[src/rtl/decode_sequencer_pkg.sv]
// decode_sequencer_pkg: shared Viterbi decode definitions (FSM encoding, size defaults).
package decode_sequencer_pkg;
    localparam int NUM_PAIRS_DEF  = 8;
    localparam int TB_TIMEOUT_DEF = 32;

    typedef enum logic [2:0] {
        S_IDLE,
        S_LOAD,
        S_STEP,
        S_TB_WAIT,
        S_RELEASE,
        S_GUARD
    } state_t;
endpackage

[src/rtl/decode_sequencer.sv]
// decode_sequencer: feeds a latched packet pair-by-pair to the ACS stage, then runs traceback.
module decode_sequencer
    import decode_sequencer_pkg::*;
#(
    parameter int NUM_PAIRS  = NUM_PAIRS_DEF,
    parameter int TB_TIMEOUT = TB_TIMEOUT_DEF
) (
    input  logic                   clk,
    input  logic                   rst_n,
    input  logic                   pkt_valid,
    input  logic [2*NUM_PAIRS-1:0] pkt_data,
    output logic                   renew,
    output logic [1:0]             bp_out,
    output logic                   bp_valid,
    input  logic                   acs_ready,
    output logic [2:0]             step_idx,
    output logic                   acs_clear,
    output logic                   tb_start,
    input  logic                   tb_done,
    output logic                   busy,
    output logic                   tb_err,
    output logic [7:0]             pkt_count
);
    localparam int            CW   = $clog2(TB_TIMEOUT + 1);
    localparam logic [2:0]    LAST = 3'(NUM_PAIRS - 1);
    localparam logic [CW-1:0] TMO  = CW'(TB_TIMEOUT - 1);

    state_t                 state_q, state_d;
    logic [2*NUM_PAIRS-1:0] pkt_q, pkt_d;
    logic [2:0]             step_idx_q, step_idx_d;
    logic [CW-1:0]          cnt_q, cnt_d;
    logic                   tb_err_q, tb_err_d;
    logic [7:0]             pkt_count_q, pkt_count_d;

    always_ff @(posedge clk or negedge rst_n) begin
        if (!rst_n) begin
            state_q     <= S_IDLE;
            pkt_q       <= '0;
            step_idx_q  <= '0;
            cnt_q       <= '0;
            tb_err_q    <= 1'b0;
            pkt_count_q <= '0;
        end else begin
            state_q     <= state_d;
            pkt_q       <= pkt_d;
            step_idx_q  <= step_idx_d;
            cnt_q       <= cnt_d;
            tb_err_q    <= tb_err_d;
            pkt_count_q <= pkt_count_d;
        end
    end

    always_comb begin
        state_d = state_q;
        case (state_q)
            S_IDLE:    if (pkt_valid) state_d = S_LOAD;
            S_LOAD:    state_d = S_STEP;
            S_STEP:    if (acs_ready && step_idx_q == LAST) state_d = S_TB_WAIT;
            S_TB_WAIT: if (tb_done || cnt_q == TMO) state_d = S_RELEASE;
            S_RELEASE: state_d = S_GUARD;
            default:   state_d = S_IDLE;
        endcase
    end

    // tb_done takes priority over a coinciding timeout, so tb_err only sets when it is absent
    always_comb begin
        pkt_d       = state_q == S_LOAD ? pkt_data : pkt_q;
        step_idx_d  = state_q == S_LOAD ? 3'd0
                    : (bp_valid && acs_ready && step_idx_q != LAST) ? step_idx_q + 3'd1 : step_idx_q;
        cnt_d       = state_q == S_TB_WAIT ? cnt_q + 1'b1 : '0;
        tb_err_d    = tb_err_q | (state_q == S_TB_WAIT && !tb_done && cnt_q == TMO);
        pkt_count_d = pkt_count_q + {7'd0, renew};
    end

    always_comb begin
        bp_valid  = state_q == S_STEP;
        bp_out    = bp_valid ? pkt_q[{step_idx_q, 1'b0} +: 2] : 2'd0;
        acs_clear = state_q == S_LOAD;
        tb_start  = state_q == S_TB_WAIT && cnt_q == '0;
        renew     = state_q == S_RELEASE;
        busy      = state_q != S_IDLE;
    end

    assign step_idx  = step_idx_q;
    assign tb_err    = tb_err_q;
    assign pkt_count = pkt_count_q;
endmodule
[config.mk]
export PLATFORM = sky130hd
export DESIGN_NAME = decode_sequencer
export DESIGN_NICKNAME = d
export VERILOG_FILES = /design/src/rtl/decode_sequencer_pkg.sv /design/src/rtl/decode_sequencer.sv
export SDC_FILE = /design/constraint.sdc
export NUM_CORES = 1
export LEC_CHECK = 0
export ABC_AREA = 1
export BUFFER_PORTS_ARGS = -buffer_cell sky130_fd_sc_hd__buf_2
export CORE_MARGIN = 5
export CORE_UTILIZATION = 45
export CTS_CLUSTER_SIZE = 30
export DETAILED_ROUTE_END_ITERATION = 12
export PLACE_DENSITY = 0.76
export REMOVE_ABC_BUFFERS = 1
export SLEW_MARGIN = 40
export SYNTH_ARGS = -nofsm -noshare
export SYNTH_HDL_FRONTEND = slang
export SYNTH_SLANG_ARGS = --single-unit
[constraint.sdc]
create_clock -name clk -period 1.6 [get_ports clk]
set_input_delay 0.32 -clock clk [delete_from_list [all_inputs] [get_ports clk]]
set_output_delay 0.32 -clock clk [all_outputs]
set_load 0.005 [all_outputs]
# Yosys cells after proc, flatten, opt, wreduce, memory -nomap -nowiden
# Index checks and enable logic that the tools add are counted.
word_totals:
  out_inout_bits: 19
  in_bits: 21
  elab_cells: 42
  regBits: 37
op_classes:
  n_reduce_logical: 13
  n_addsub: 3
  eq_ne: 10
  n_mux: 8
  n_bitwise: 1
  n_shift: 1
ops:
  columns: ["cell", "count"]
  rows:
  - ["16-bit by 5-bit variable part select with 2-bit output", 1]
  - ["3-bit 2-to-1 mux", 5]
  - ["3-bit case mux with 5 select lines", 1]
  - ["8-bit by 1-bit adder with 8-bit output", 1]
  - ["6-bit by 1-bit adder with 6-bit output (second input constant)", 1]
  - ["3-bit by 2-bit equality test with 1-bit output (second input constant)", 2]
  - ["3-bit equality test (second input constant)", 2]
  - ["6-bit by 5-bit equality test with 1-bit output (second input constant)", 1]
  - ["1-bit logical AND", 6]
  - ["6-bit zero test", 1]
  - ["6-bit 2-to-1 mux", 1]
  - ["2-bit != test (second input constant)", 2]
  - ["3-bit by 1-bit adder with 3-bit output (second input constant)", 1]
  - ["3-bit by 1-bit equality test with 1-bit output (second input constant)", 1]
  - ["3-bit zero test", 1]
  - ["3-bit != test (second input constant)", 1]
  - ["3-bit AND reduction", 1]
  - ["3-bit nonzero test", 1]
  - ["2-bit 2-to-1 mux", 1]
  - ["2-bit by 1-bit != test with 1-bit output (second input constant)", 1]
  - ["2-bit nonzero test", 1]
  - ["1-bit zero test", 1]
  - ["1-bit logical OR", 1]
  - ["1-bit bitwise OR", 1]

# Longest topological paths before layout
logic_depth:
  depth_word: 5
  mapped_depth: 9
  mapped_depth_nobuf: 9

# Worst setup path after synthesis
# OpenSTA, ideal clock, no wires.
synth_path:
  path_type: "flip-flop to flip-flop"
  from: "register state_q[1]"
  to: "register pkt_count_q[6], in the netlist pkt_count[6]"
  t_required_ns: 1.521
  t_arrival_ns: 1.498
  setup_slack_ns: 0.023
  stages_incl_launch_ff: 9
  synth_period_minus_slack_ns: 1.577
  setup_time_ns: 0.079
  n_path_buf: 0
  cell_sequence: "dfrtp_1 > nor2_1 > inv_1 > nor2_1 > ha_1 > ha_1 > nand3_1 > nor2_1 > xor2_1"
synth_between:
  elab_chain_len: 2
synth_rtl:
  columns: ["element", "line_no", "source"]
  rows:
  - ["start: declaration", "decode_sequencer.sv:28", "state_t state_q, state_d;"]
  - ["start signal: assignment", "decode_sequencer.sv:44", "state_q <= state_d;"]
  - ["3-bit equality test", "decode_sequencer.sv:80", "renew = state_q == S_RELEASE;"]
  - ["via renew", "decode_sequencer.sv:12", "output logic renew,"]
  - ["8-bit by 1-bit adder with 8-bit output", "decode_sequencer.sv:72", "pkt_count_d = pkt_count_q + {7'd0, renew};"]
  - ["via pkt_count_d[6]", "decode_sequencer.sv:33", "logic [7:0] pkt_count_q, pkt_count_d;"]
  - ["end signal: assignment", "decode_sequencer.sv:49", "pkt_count_q <= pkt_count_d;"]
  - ["end: declaration", "decode_sequencer.sv:33", null]
# The timed path passes the listed nets, and every way through them passes these cells.
# A chain may end at the register's enable or synchronous reset.

# Worst setup path in the final report
layout_path:
  from: "register step_idx_q[0], in the netlist step_idx[0]"
  to: "output bp_out[0]"
layout_between:
  elab_chain_len: 2
layout_rtl:
  columns: ["element", "line_no", "source"]
  rows:
  - ["start: declaration", "decode_sequencer.sv:30", "logic [2:0] step_idx_q, step_idx_d;"]
  - ["start signal: assignment", "decode_sequencer.sv:46", "step_idx_q <= step_idx_d;"]
  - ["16-bit by 5-bit variable part select with 2-bit output", "decode_sequencer.sv:77", "bp_out = bp_valid ? pkt_q[{step_idx_q, 1'b0} +: 2] : 2'd0;"]
  - ["2-bit 2-to-1 mux", "decode_sequencer.sv:77", null]
  - ["end: declaration", "decode_sequencer.sv:13", "output logic [1:0] bp_out,"]
# No other way between the ends.

==> metrics <==
worst slew pin tran 449 ps; DR vias/cell 4.99; CTS Root Buffer Type clkbuf_8; Die X-Extent 75.5 um; final worst slack -89.8 ps; first-pass GRT wire length 7160 um; Area growth, synth to finish 34.9%; Final Cycle Share 1.06; Layout fillers roughly 330; H-tree levels 2; area share of xor/xnor cells in the synthesized design 0.0227; row cnt 23; Critical Path Source Type flop; crit-path max cell delay 440 ps; drt total wl between 4000 and 5000 um; GP Congestion 0.776; largest net degree at the start of global routing 21; Post-synth ARST share 1.00; Clock Path Buffers 2; Chip Height 75.5 um; Tmin final 1690 ps; Post-DP HPWL 2960 um; antenna-violating nets left 0; failing checks negative setup slack; Seq cells post-synth 37; # setup viols final 3; clock sinks 37; Compound-Gate Fraction of Synth Area 0.107; max-cap violations 0; FMAX between 500 and 600 MHz; Post-Route Utilization 0.637; Initial Util 0.472; Post-synth EDFFs 0; largest cells by area after synthesis dfrtp_1, nand2_1, o21ai_2; detailed-route via count between 1500 and 2000; layout cells sized above 1 0.433; initial detailed-routing violation count 95; max-slew violation count 0; Yosys top cell by area dfrtp_1; Post-route DRC 0; Clk pin slew, worst setup/hold paths 70 ps; maximum VDD drop ~630 uV; Post-Syn Instances 225; vias in the first global route ~1700; met2 WL post-DR between 2000 and 2500 um; largest family of logic cells by synthesized area simple AND/OR/NAND/NOR gates; synth unique cells 27; CTS tree done; Setup Skew 9.40 ps; Post-Synth Simple-Gate Area 0.244; Cell Area, Synth 1930 um2; CP cell instances buf_6, nand2_1, nand3_2, nand2_1, nor2_1, nor2_1, buf_2; clk_lat worst skew 290 ps; WHS 236 ps; ys flop type dfrtp_1; synthesized area per cell ~8.6 um2; highest routed layer met4; nets ~320; initial antenna violation count 0; GRT Residual Overflow 0; core area 4090 um2; met1 wire length approximately 1900 um; Worst Setup End Kind output port; wire per inst 13.5 um; Crit-path slowest cell dfrtp_2; RSZ-0062 raised after global routing yes; Seq/Total Area, Yosys 0.480; mux contribution to synthesized area 0; worst-path fanout max 7; 1st-pass router iterations 4; Synth warnings 0; commonest cells in the netlist nand2_1, dfrtp_1, inv_1; TritonCTS buffer count 5; HP Class in -> reg; WP data arrival between 1000 and 1500 ps; Pwr per Cell Area 1840 nW/um2; Ports 40; met3 wire len 259 um; status complete, but fails checks; Total GRT Usage 0.168; Pleak 0.00138 uW; Fin. Hold Viols 0; top-area cell type share of the netlist area 0.480; post-synthesis adder-cell area fraction 0.0389; area of the die 5690 um2; Worst Path Required 1280 ps; number of port buffers 39; worst rel slew slack 0.701; Crit Path Class reg -> out; r2r setup slk roughly 50 ps; # diodes 0; most common cell in the synthesized netlist nand2_1
==> path summary, 6_finish.rpt <==
path,to,cells past startpoint,from
max in group asynchronous,pkt_q[8]$_DFFE_PN0P_,3,rst_n
hold reg to reg,tb_err$_DFF_PN0_,1,tb_err$_DFF_PN0_
setup reg to reg,pkt_count[7]$_DFF_PN0_,9,state_q[0]$_DFFE_PN0P_
min in group asynchronous,cnt_q[3]$_DFF_PN0_,2,rst_n
setup / recovery,bp_out[0],7,step_idx[0]$_DFFE_PN0P_
hold / removal,pkt_q[2]$_DFFE_PN0P_,3,pkt_data[2]
==> critical path: cells and delay by family (launching register included) <==
kind | cells | cell delay [ps]
and+or+nand+nor | 5 | 380
buffers and inverters | 2 | 260
DFF | 1 | 440
==> routing by layer <==
layer	GRT usage	up-vias
li1	-	832
met1	0.202	819
met2	0.278	43
met3	0.0435	9
met4	0.0835	0
met5	0	-
==> cell families (layout without fill, tap and decap cells) <==
kind of cell / after synthesis / count (layout)
AND/OR/NAND/NOR: 102 / 102
buffers and inverters: 47 / 113
flip-flops: 37 / 37
AO/OA/AOI/OAI: 28 / 28
adder cells (fa/ha/maj): 6 / 6
XOR/XNOR: 5 / 5
==> final cells by class <==
| type | instances | area, um2 | share of cell area |
|---|---|---|---|
| Clock buffer | 7 | 86.3 | 0.0332 |
| Clock inverter | 1 | 30.0 | 0.0115 |
| Inverter | 43 | 179 | 0.0688 |
| Multi-Input combinational cell | 141 | 905 | 0.348 |
| Sequential cell | 37 | 928 | 0.357 |
| Tap cell | 50 | 62.6 | 0.0241 |
| Timing Repair Buffer | 62 | 410 | 0.158 |
==> where the power goes <==
group | switching, uW | internal, uW | total, uW
Combinational | 1360 | 1100 | 2460
Clock | 330 | 508 | 838
Sequential | 209 | 1270 | 1470
==> repair_timing <==
action | CTS | global route
hold buffers | 1 | 0
setup endpoints to repair | 5 | 16
gates resized for setup | 10 | 30
hold endpoints to repair | 17 | 0
pin swaps | 0 | 14
setup buffers | 7 | 7
==> state kept, by name, indices dropped and copies added, names as in the netlist <==
name,flops
pkt_q,16
pkt_count,8
cnt_q,6
state_q,3
step_idx,3
tb_err,1
==> layout by cell type, fill, tap and decap left out, types with 3 or more instances in the layout <==
| master | netlist | routed |
|---|---|---|
| nand3_2 | 1 | 11 |
| nand3_1 | 21 | 10 |
| a21oi_1 | 4 | 4 |
| nor2_1 | 16 | 12 |
| o21ai_2 | 16 | 16 |
| clkbuf_8 | 0 | 6 |
| nor2_2 | 0 | 4 |
| nand2_2 | 3 | 9 |
| inv_1 | 36 | 34 |
| xor2_1 | 5 | 5 |
| inv_4 | 1 | 4 |
| ha_1 | 6 | 4 |
| buf_6 | 2 | 4 |
| buf_4 | 0 | 16 |
| nand2_1 | 53 | 47 |
| buf_2 | 1 | 39 |
| inv_2 | 5 | 3 |
| o21ai_0 | 6 | 6 |
| dfrtp_1 | 37 | 35 |
==> stage by stage <==
stage	area, um2	worst slack [ps]	instances	TNS [ps]	power, uW
final	2600	-89.8	341	-174	4770
after global routing	2600	-186	341	-610	5150
after CTS	2420	-72.6	334	-171	4400
after detailed placement	2220	45.6	318	0	3340
after global placement	2220	132	318	0	3280
after floorplan	1890	22.5	221	0	2710
(Power assumes the default switching activity.)
